$ cat src/rtl/mem_arbiter.sv
`default_nettype none
// ============================================================================
// Module   : mem_arbiter
// Purpose  : Shares the byte-wide RAM port between instruction fetch and the
//            load/store unit. Expands 1/2/4-byte requests into little-endian
//            byte sequences, assembles/extends read data, pulses done.
// Revision : 1.0 - initial release
// ============================================================================
module mem_arbiter #(
  parameter int ADDR_WIDTH = 32
) (
  input  logic                  clk,
  input  logic                  reset,
  input  logic                  rdy,
  input  logic [7:0]            mem_din,
  output logic [7:0]            mem_dout,
  output logic [ADDR_WIDTH-1:0] mem_a,
  output logic                  mem_wr,
  input  logic                  clear,
  input  logic                  if_req,
  input  logic [ADDR_WIDTH-1:0] if_pc,
  output logic                  if_done,
  output logic [31:0]           if_inst,
  input  logic                  ls_req,
  input  logic                  ls_wr,
  input  logic [ADDR_WIDTH-1:0] ls_addr,
  input  logic [1:0]            ls_width,
  input  logic                  ls_signed,
  input  logic [31:0]           ls_wdata,
  output logic                  ls_done,
  output logic [31:0]           ls_rdata
);

  typedef enum logic [1:0] {
    S_IDLE = 2'd0,
    S_RD   = 2'd1,
    S_WR   = 2'd2,
    S_DONE = 2'd3
  } state_t;

  localparam logic OWN_IF = 1'b0;
  localparam logic OWN_LS = 1'b1;

  state_t                state_q, state_d;
  logic                  owner_q, owner_d;
  logic [ADDR_WIDTH-1:0] base_q, base_d;
  logic [2:0]            n_q, n_d;
  logic [2:0]            ic_q, ic_d;
  logic [2:0]            cc_q, cc_d;
  logic [31:0]           asm_q, asm_d;
  logic [31:0]           wdata_q, wdata_d;
  logic [1:0]            width_q, width_d;
  logic                  signed_q, signed_d;
  logic                  last_grant_q, last_grant_d;
  logic                  replay_q, replay_d;
  logic [ADDR_WIDTH-1:0] mem_a_q, mem_a_d;
  logic [7:0]            mem_dout_q, mem_dout_d;
  logic [31:0]           if_inst_q, if_inst_d;
  logic [31:0]           ls_rdata_q, ls_rdata_d;

  logic [31:0]           w_word;
  logic                  w_if_ok;
  logic [ADDR_WIDTH-1:0] w_ic_ext;
  logic [ADDR_WIDTH-1:0] w_cc_ext;

  assign w_ic_ext = {{(ADDR_WIDTH-3){1'b0}}, ic_q};
  assign w_cc_ext = {{(ADDR_WIDTH-3){1'b0}}, cc_q};
  assign if_inst  = if_inst_q;
  assign ls_rdata = ls_rdata_q;

  // Zero- or sign-extend an assembled load according to its width.
  function automatic logic [31:0] extend(input logic [31:0] w, input logic [1:0] width,
                                         input logic sgn);
    case (width)
      2'd0:    return {{24{sgn & w[7]}}, w[7:0]};
      2'd1:    return {{16{sgn & w[15]}}, w[15:0]};
      default: return w;
    endcase
  endfunction

  // Arbitration, byte sequencing, read assembly and RAM/done output decode.
  always_comb begin
    state_d      = state_q;
    owner_d      = owner_q;
    base_d       = base_q;
    n_d          = n_q;
    ic_d         = ic_q;
    cc_d         = cc_q;
    asm_d        = asm_q;
    wdata_d      = wdata_q;
    width_d      = width_q;
    signed_d     = signed_q;
    last_grant_d = last_grant_q;
    replay_d     = replay_q;
    mem_a_d      = mem_a_q;
    mem_dout_d   = mem_dout_q;
    if_inst_d    = if_inst_q;
    ls_rdata_d   = ls_rdata_q;
    mem_a        = mem_a_q;
    mem_dout     = mem_dout_q;
    mem_wr       = 1'b0;
    if_done      = 1'b0;
    ls_done      = 1'b0;
    w_if_ok      = if_req & ~clear;

    // Assembly register with the incoming byte merged into lane cc.
    w_word = asm_q;
    case (cc_q[1:0])
      2'd0:    w_word[7:0]   = mem_din;
      2'd1:    w_word[15:8]  = mem_din;
      2'd2:    w_word[23:16] = mem_din;
      default: w_word[31:24] = mem_din;
    endcase

    if (rdy) begin
      case (state_q)
        S_IDLE: begin
          // LS wins when alone or when IF held the port last time.
          if (ls_req && (!w_if_ok || last_grant_q == OWN_IF)) begin
            owner_d  = OWN_LS;
            base_d   = ls_addr;
            width_d  = ls_width;
            signed_d = ls_signed;
            wdata_d  = ls_wdata;
            case (ls_width)
              2'd0:    n_d = 3'd1;
              2'd1:    n_d = 3'd2;
              default: n_d = 3'd4;
            endcase
            ic_d     = 3'd0;
            cc_d     = 3'd0;
            asm_d    = 32'd0;
            replay_d = 1'b0;
            state_d  = ls_wr ? S_WR : S_RD;
          end else if (w_if_ok) begin
            owner_d  = OWN_IF;
            base_d   = if_pc;
            width_d  = 2'd2;
            signed_d = 1'b0;
            n_d      = 3'd4;
            ic_d     = 3'd0;
            cc_d     = 3'd0;
            asm_d    = 32'd0;
            replay_d = 1'b0;
            state_d  = S_RD;
          end
        end
        S_RD: begin
          if (owner_q == OWN_IF && clear) begin
            state_d = S_IDLE;
          end else if (replay_q) begin
            // Byte at the frozen address was lost: re-present the next
            // uncaptured address and resume issuing after it.
            mem_a    = base_q + w_cc_ext;
            ic_d     = cc_q + 3'd1;
            replay_d = 1'b0;
          end else begin
            if (ic_q < n_q) begin
              mem_a = base_q + w_ic_ext;
              ic_d  = ic_q + 3'd1;
            end
            if (cc_q < ic_q) begin
              asm_d = w_word;
              cc_d  = cc_q + 3'd1;
              if (cc_q + 3'd1 == n_q) begin
                state_d = S_DONE;
                if (owner_q == OWN_IF) if_inst_d  = w_word;
                else                   ls_rdata_d = extend(w_word, width_q, signed_q);
              end
            end
          end
          mem_a_d = mem_a;
        end
        S_WR: begin
          mem_a  = base_q + w_ic_ext;
          mem_wr = 1'b1;
          case (ic_q[1:0])
            2'd0:    mem_dout = wdata_q[7:0];
            2'd1:    mem_dout = wdata_q[15:8];
            2'd2:    mem_dout = wdata_q[23:16];
            default: mem_dout = wdata_q[31:24];
          endcase
          mem_a_d    = mem_a;
          mem_dout_d = mem_dout;
          ic_d       = ic_q + 3'd1;
          if (ic_q == n_q - 3'd1) state_d = S_DONE;
        end
        default: begin
          if_done      = (owner_q == OWN_IF) && !clear;
          ls_done      = (owner_q == OWN_LS);
          last_grant_d = owner_q;
          state_d      = S_IDLE;
        end
      endcase
    end else if (state_q == S_RD) begin
      replay_d = 1'b1;
    end
  end

  // State and context registers with synchronous active-low reset.
  always_ff @(posedge clk) begin
    if (!reset) begin
      state_q      <= S_IDLE;
      owner_q      <= OWN_IF;
      base_q       <= '0;
      n_q          <= 3'd0;
      ic_q         <= 3'd0;
      cc_q         <= 3'd0;
      asm_q        <= 32'd0;
      wdata_q      <= 32'd0;
      width_q      <= 2'd0;
      signed_q     <= 1'b0;
      last_grant_q <= OWN_IF;
      replay_q     <= 1'b0;
      mem_a_q      <= '0;
      mem_dout_q   <= 8'd0;
      if_inst_q    <= 32'd0;
      ls_rdata_q   <= 32'd0;
    end else begin
      state_q      <= state_d;
      owner_q      <= owner_d;
      base_q       <= base_d;
      n_q          <= n_d;
      ic_q         <= ic_d;
      cc_q         <= cc_d;
      asm_q        <= asm_d;
      wdata_q      <= wdata_d;
      width_q      <= width_d;
      signed_q     <= signed_d;
      last_grant_q <= last_grant_d;
      replay_q     <= replay_d;
      mem_a_q      <= mem_a_d;
      mem_dout_q   <= mem_dout_d;
      if_inst_q    <= if_inst_d;
      ls_rdata_q   <= ls_rdata_d;
    end
  end

endmodule
`default_nettype wire
$ cat config.mk
export PLATFORM = sky130hd
export DESIGN_NAME = mem_arbiter
export DESIGN_NICKNAME = d
export VERILOG_FILES = /design/src/rtl/mem_arbiter.sv
export SDC_FILE = /design/constraint.sdc
export NUM_CORES = 1
export LEC_CHECK = 0
export ABC_CLOCK_PERIOD_IN_PS = 4500
export CELL_PAD_IN_SITES_DETAIL_PLACEMENT = 1
export CELL_PAD_IN_SITES_GLOBAL_PLACEMENT = 2
export CORE_ASPECT_RATIO = 1.75
export CORE_MARGIN = 2
export CORE_UTILIZATION = 33
export DETAILED_ROUTE_END_ITERATION = 8
export PLACE_DENSITY_LB_ADDON = 0.1
export SYNTH_ARGS = -nofsm -noshare
export SYNTH_HDL_FRONTEND = slang
export SYNTH_SLANG_ARGS = --single-unit
$ cat constraint.sdc
create_clock -name clk -period 4.5 [get_ports clk]
set_input_delay 0.45 -clock clk [delete_from_list [all_inputs] [get_ports clk]]
set_output_delay 0.45 -clock clk [all_outputs]
set_load 0.02 [all_outputs]
==> metrics.md <==
| Metric | Value |
|---|---|
| Startpoint Class | `flip-flop` |
| Max Fclk | `0.226 GHz` |
| Unrepaired setup endpoints after global routing | `false` |
| Period utilization | `0.983` |
| Core Rows | `91` |
| DR WL/cell | `23.6 um` |
| Critical path class | `reg2out` |
| Sw frac | `0.302` |
| Nets | `1810` |
| Final Max Tran Viols | `0` |
| Yosys cell types | `73` |
| Mapped Cells | `1494` |
| P_int | `3.63 mW` |
| Dpl hpwl | `38.4 mm` |
| Avg Vias per Cell | `5.64` |
| Port bufs | `220` |
| Ys async rst share | `0` |
| Clock share of power | `0.408` |
| Worst clock skew | `0.0100 ns` |
| Clock sink total | `217` |
| Post-DRT Antenna Nets | `0` |
| Slew headroom | `0.342` |
| WP data required | `4.05 ns` |
| Min Tclk post-route | `4.42 ns` |
| Final setup viols | `0` |
| DIE HEIGHT | `254 um` |
| Top Usage Layer GRT | `met2` |
| RR Startpoint | `cc_q[1]$_SDFFE_PN0P_` |
| Worst vdd ir | `0.246 mV` |
| DRC | `0` |
| Post-synth EDFFs | `0` |
| Total Power | `5.20 mW` |
| Largest net degree at the start of global routing | `86` |
| Synth Cell Area | `11800 um^2` |
| Crit-path max FO | `8` |
| Ys Warns | `0` |
| Met1 usage | `0.242` |
| Yosys reg bits | `217` |
| Crit-path leading delay family | `simple AND/OR/NAND/NOR gates` |
| Initial detailed-routing violation count | `589` |
| Crit. Startpoint | `base_q[11]$_SDFFE_PN0P_` |
| Final core utilization | `0.435` |
| Top FF cell, synth | `dfxtp_1` |
| Die area | `37300 um^2` |
| Setup TNS | `0 ns` |
| Hold WS | `0.455 ns` |
| Crit end category | `output pin` |
| Psw | `1.57 mW` |
| Antenna violations before repair | `1` |
| Leakage | `5.36 nW` |
| Core area | `35300 um^2` |
| Levels on crit path | `8` |
| GRT Util Overall | `0.267` |
| Vias in the first global route | `12900` |
| Fin. Hold Viols | `0` |
| Max clock buf depth | `3` |
| CTS tree | `done` |
| Hold/Removal Path Class | `in2reg` |
| Die width | `147 um` |
| End of the critical path | `mem_a[23]` |
| Max Cap Viol | `0` |
| Crit-path most repeated cell | `nand4_1` |
| Mean Syn Cell Area | `7.89 um^2` |
| GRT Residual Overflow | `0` |
| Status | `completed` |
| Share of total power in sequential cells | `0.404` |
| Crit path DAT | `3.97 ns` |
| Seq/Total Area, Yosys | `0.368` |
| Met3 usage in global routing | `0.0320` |
| Total number of vias | `12100` |
| Clock Latency Late Sink | `0.54 ns` |
| Ports | `221` |
| R2R depth | `9` |
| Synthesized net count | `1635` |
| H-tree depth | `1` |
| Syn-to-layout area delta | `30.1%` |
| Non-filler cells, final | `2152` |
| Share of cells above drive strength 1 | `0.0896` |
| Worst Max-Slew Pin Slew | `0.988 ns` |
| Final RePlAce weighted congestion | `0.943` |
| Hold_buf cts | `0` |
| Combinational share of power | `0.188` |
| Buf+Inv Stages, Crit Path | `2` |
| Drt pass-1 iters | `6` |
| Cts bufs inserted | `24` |
| Critical path's largest stage delay | `0.80 ns` |
| R2R Path End | `ls_rdata[17]$_SDFFE_PN0P_` |
| CP max stage cell | `nor4_1` |
| Clock-pin slew on the worst setup and hold paths | `0.07 ns` |
| Setup slack, reg-to-reg | `1.18 ns` |
| Root Buffer | `clkbuf_16` |
| Final WL | `50.7 mm` |
| Starting Density | `0.334` |
| Pwr Density | `339 nW/um^2` |
| Worst path cell trace | `nand4_1 -> nor4_1 -> buf_4 -> nand4_1 -> xor2_1 -> o21ai_0 -> or2_2 -> clkdlybuf4s50_1` |
| Met2 Usage GRT | `0.549` |
| Dpl cells | `2108` |
| First-pass GRT wire length | `76.3 mm` |
==> synthesized netlist by cell type (8+ instances only) <==
cell type / instances / area share
inv_1: 31 / 0.0099
a22oi_1: 25 / 0.016
mux2i_1: 35 / 0.030
a211oi_1: 29 / 0.018
nor2_1: 171 / 0.054
nor3_1: 24 / 0.010
a32oi_1: 14 / 0.010
nor4_1: 15 / 0.0080
nor2b_1: 10 / 0.0053
nand3_1: 22 / 0.0093
o21a_1: 8 / 0.0051
ha_1: 25 / 0.027
and2_1: 29 / 0.015
clkbuf_1: 94 / 0.030
nand4_1: 16 / 0.0085
o211ai_1: 10 / 0.0064
mux2_2: 28 / 0.027
xor2_1: 12 / 0.0089
a31oi_1: 13 / 0.0069
o2111ai_1: 9 / 0.0067
and3_1: 10 / 0.0053
a222oi_1: 10 / 0.0085
nand2_1: 233 / 0.074
xnor2_1: 32 / 0.024
buf_2: 22 / 0.0093
a311oi_1: 37 / 0.027
o21ai_0: 82 / 0.035
a21oi_1: 97 / 0.041
dfxtp_1: 217 / 0.37
==> worst min-delay path by stage <==
stage / start / end / slack (ns) / depth (start not counted)
6_report: ls_wdata[9] / wdata_q[9]$_SDFFE_PN0P_ / 0.45 / 3
5_1_grt: ls_wdata[28] / wdata_q[28]$_SDFFE_PN0P_ / 0.47 / 3
4_1_cts: ls_wdata[1] / wdata_q[1]$_SDFFE_PN0P_ / 0.44 / 3
3_5_place_dp: wdata_q[29]$_SDFFE_PN0P_ / wdata_q[29]$_SDFFE_PN0P_ / 0.45 / 2
3_3_place_gp: wdata_q[14]$_SDFFE_PN0P_ / wdata_q[14]$_SDFFE_PN0P_ / 0.44 / 2
2_1_floorplan: wdata_q[0]$_SDFFE_PN0P_ / wdata_q[0]$_SDFFE_PN0P_ / 0.44 / 2
==> layout make-up <==
type                       count  area, um^2
fill                        4246       20000
multi-input combinational   1121        6860
sequential                   217        4350
timing repair buffer         274        2600
clock buffer                  35         713
tap                          465         582
clock inverter                 8         120
inverter                      31         119
antenna                        1        2.50
==> logic make-up (layout without fill, tap and decap cells) <==
kind of cell / after synthesis / in the layout / share of synthesized area
AND/OR/NAND/NOR: 574 / 574 / 0.219
XOR/XNOR: 44 / 44 / 0.0327
adder cells (fa/ha/maj): 27 / 27 / 0.0299
other: 0 / 1 / 0
AO/OA/AOI/OAI: 413 / 413 / 0.241
multiplexers: 63 / 63 / 0.0564
flip-flops: 217 / 217 / 0.368
buffers and inverters: 156 / 348 / 0.0533
==> stage by stage <==
step | cell area, um^2 | setup WS, ns
floorplan | 11800 | 1.31
global placement | 14500 | 0.633
detailed placement | 14500 | 0.575
CTS | 15300 | 0.0365
global route | 15300 | 0.0327
finish | 15300 | 0.0759
==> power by group through the flow <==
stage	registers (mW)	clock network, mW	logic (mW)
floorplan	2.07	0	0.554
global placement	2.14	0	0.967
detailed placement	2.14	0	0.976
CTS	2.10	2.17	0.979
global route	2.11	2.23	1.05
finish	2.10	2.12	0.978
==> per-layer routing <==
layer | vias up | wire, um
met3 | 146 | 1720
met4 | 2 | 3430
li1 | 5728 | -
met1 | 5953 | 16900
met2 | 299 | 28600
met5 | - | 13
==> timing repair <==
action,4_1_cts,5_1_grt
setup buffers,0,0
resized for setup,0,5
endpoints found under the setup margin,0,6
==> sequential cells by signal, summed over array words and instances, names as in the netlist <==
signal	count
asm_q	32
base_q	32
if_inst	32
ls_rdata	32
mem_a_q	32
wdata_q	32
mem_dout_q	8
cc_q	3
ic_q	3
n_q	3
state_q	2
width_q	2
last_grant_q	1
owner_q	1
replay_q	1
signed_q	1
==> placed cells by master, fill, tap and decap left out, types with 10 or more instances in the layout <==
cell type	count
nand3_1	22
nor3_1	24
o21ai_0	81
nand4_1	16
xor2_1	12
nand2_1	233
a31oi_1	13
and3_1	10
a21oi_1	97
a22oi_1	25
and2_1	29
nor4_1	14
clkdlybuf4s50_1	219
nor2_1	169
clkbuf_16	25
a222oi_1	10
inv_1	30
buf_4	54
o211ai_1	10
mux2_2	28
a311oi_1	37
a32oi_1	14
ha_1	25
dfxtp_1	216
xnor2_1	32
a211oi_1	29
mux2i_1	35
==> worst register-to-register path: stages (launching register included) <==
cell and delay [ns]:
dfxtp_1 0.51, inv_1 0.17, ha_1 0.39, xnor2_1 0.22
nand2_1 0.10, a211oi_1 0.33, and4_1 0.24, buf_4 0.39
o31a_1 0.67, a21oi_1 0.15
Note: power is estimated with default switching activity, not from simulation.
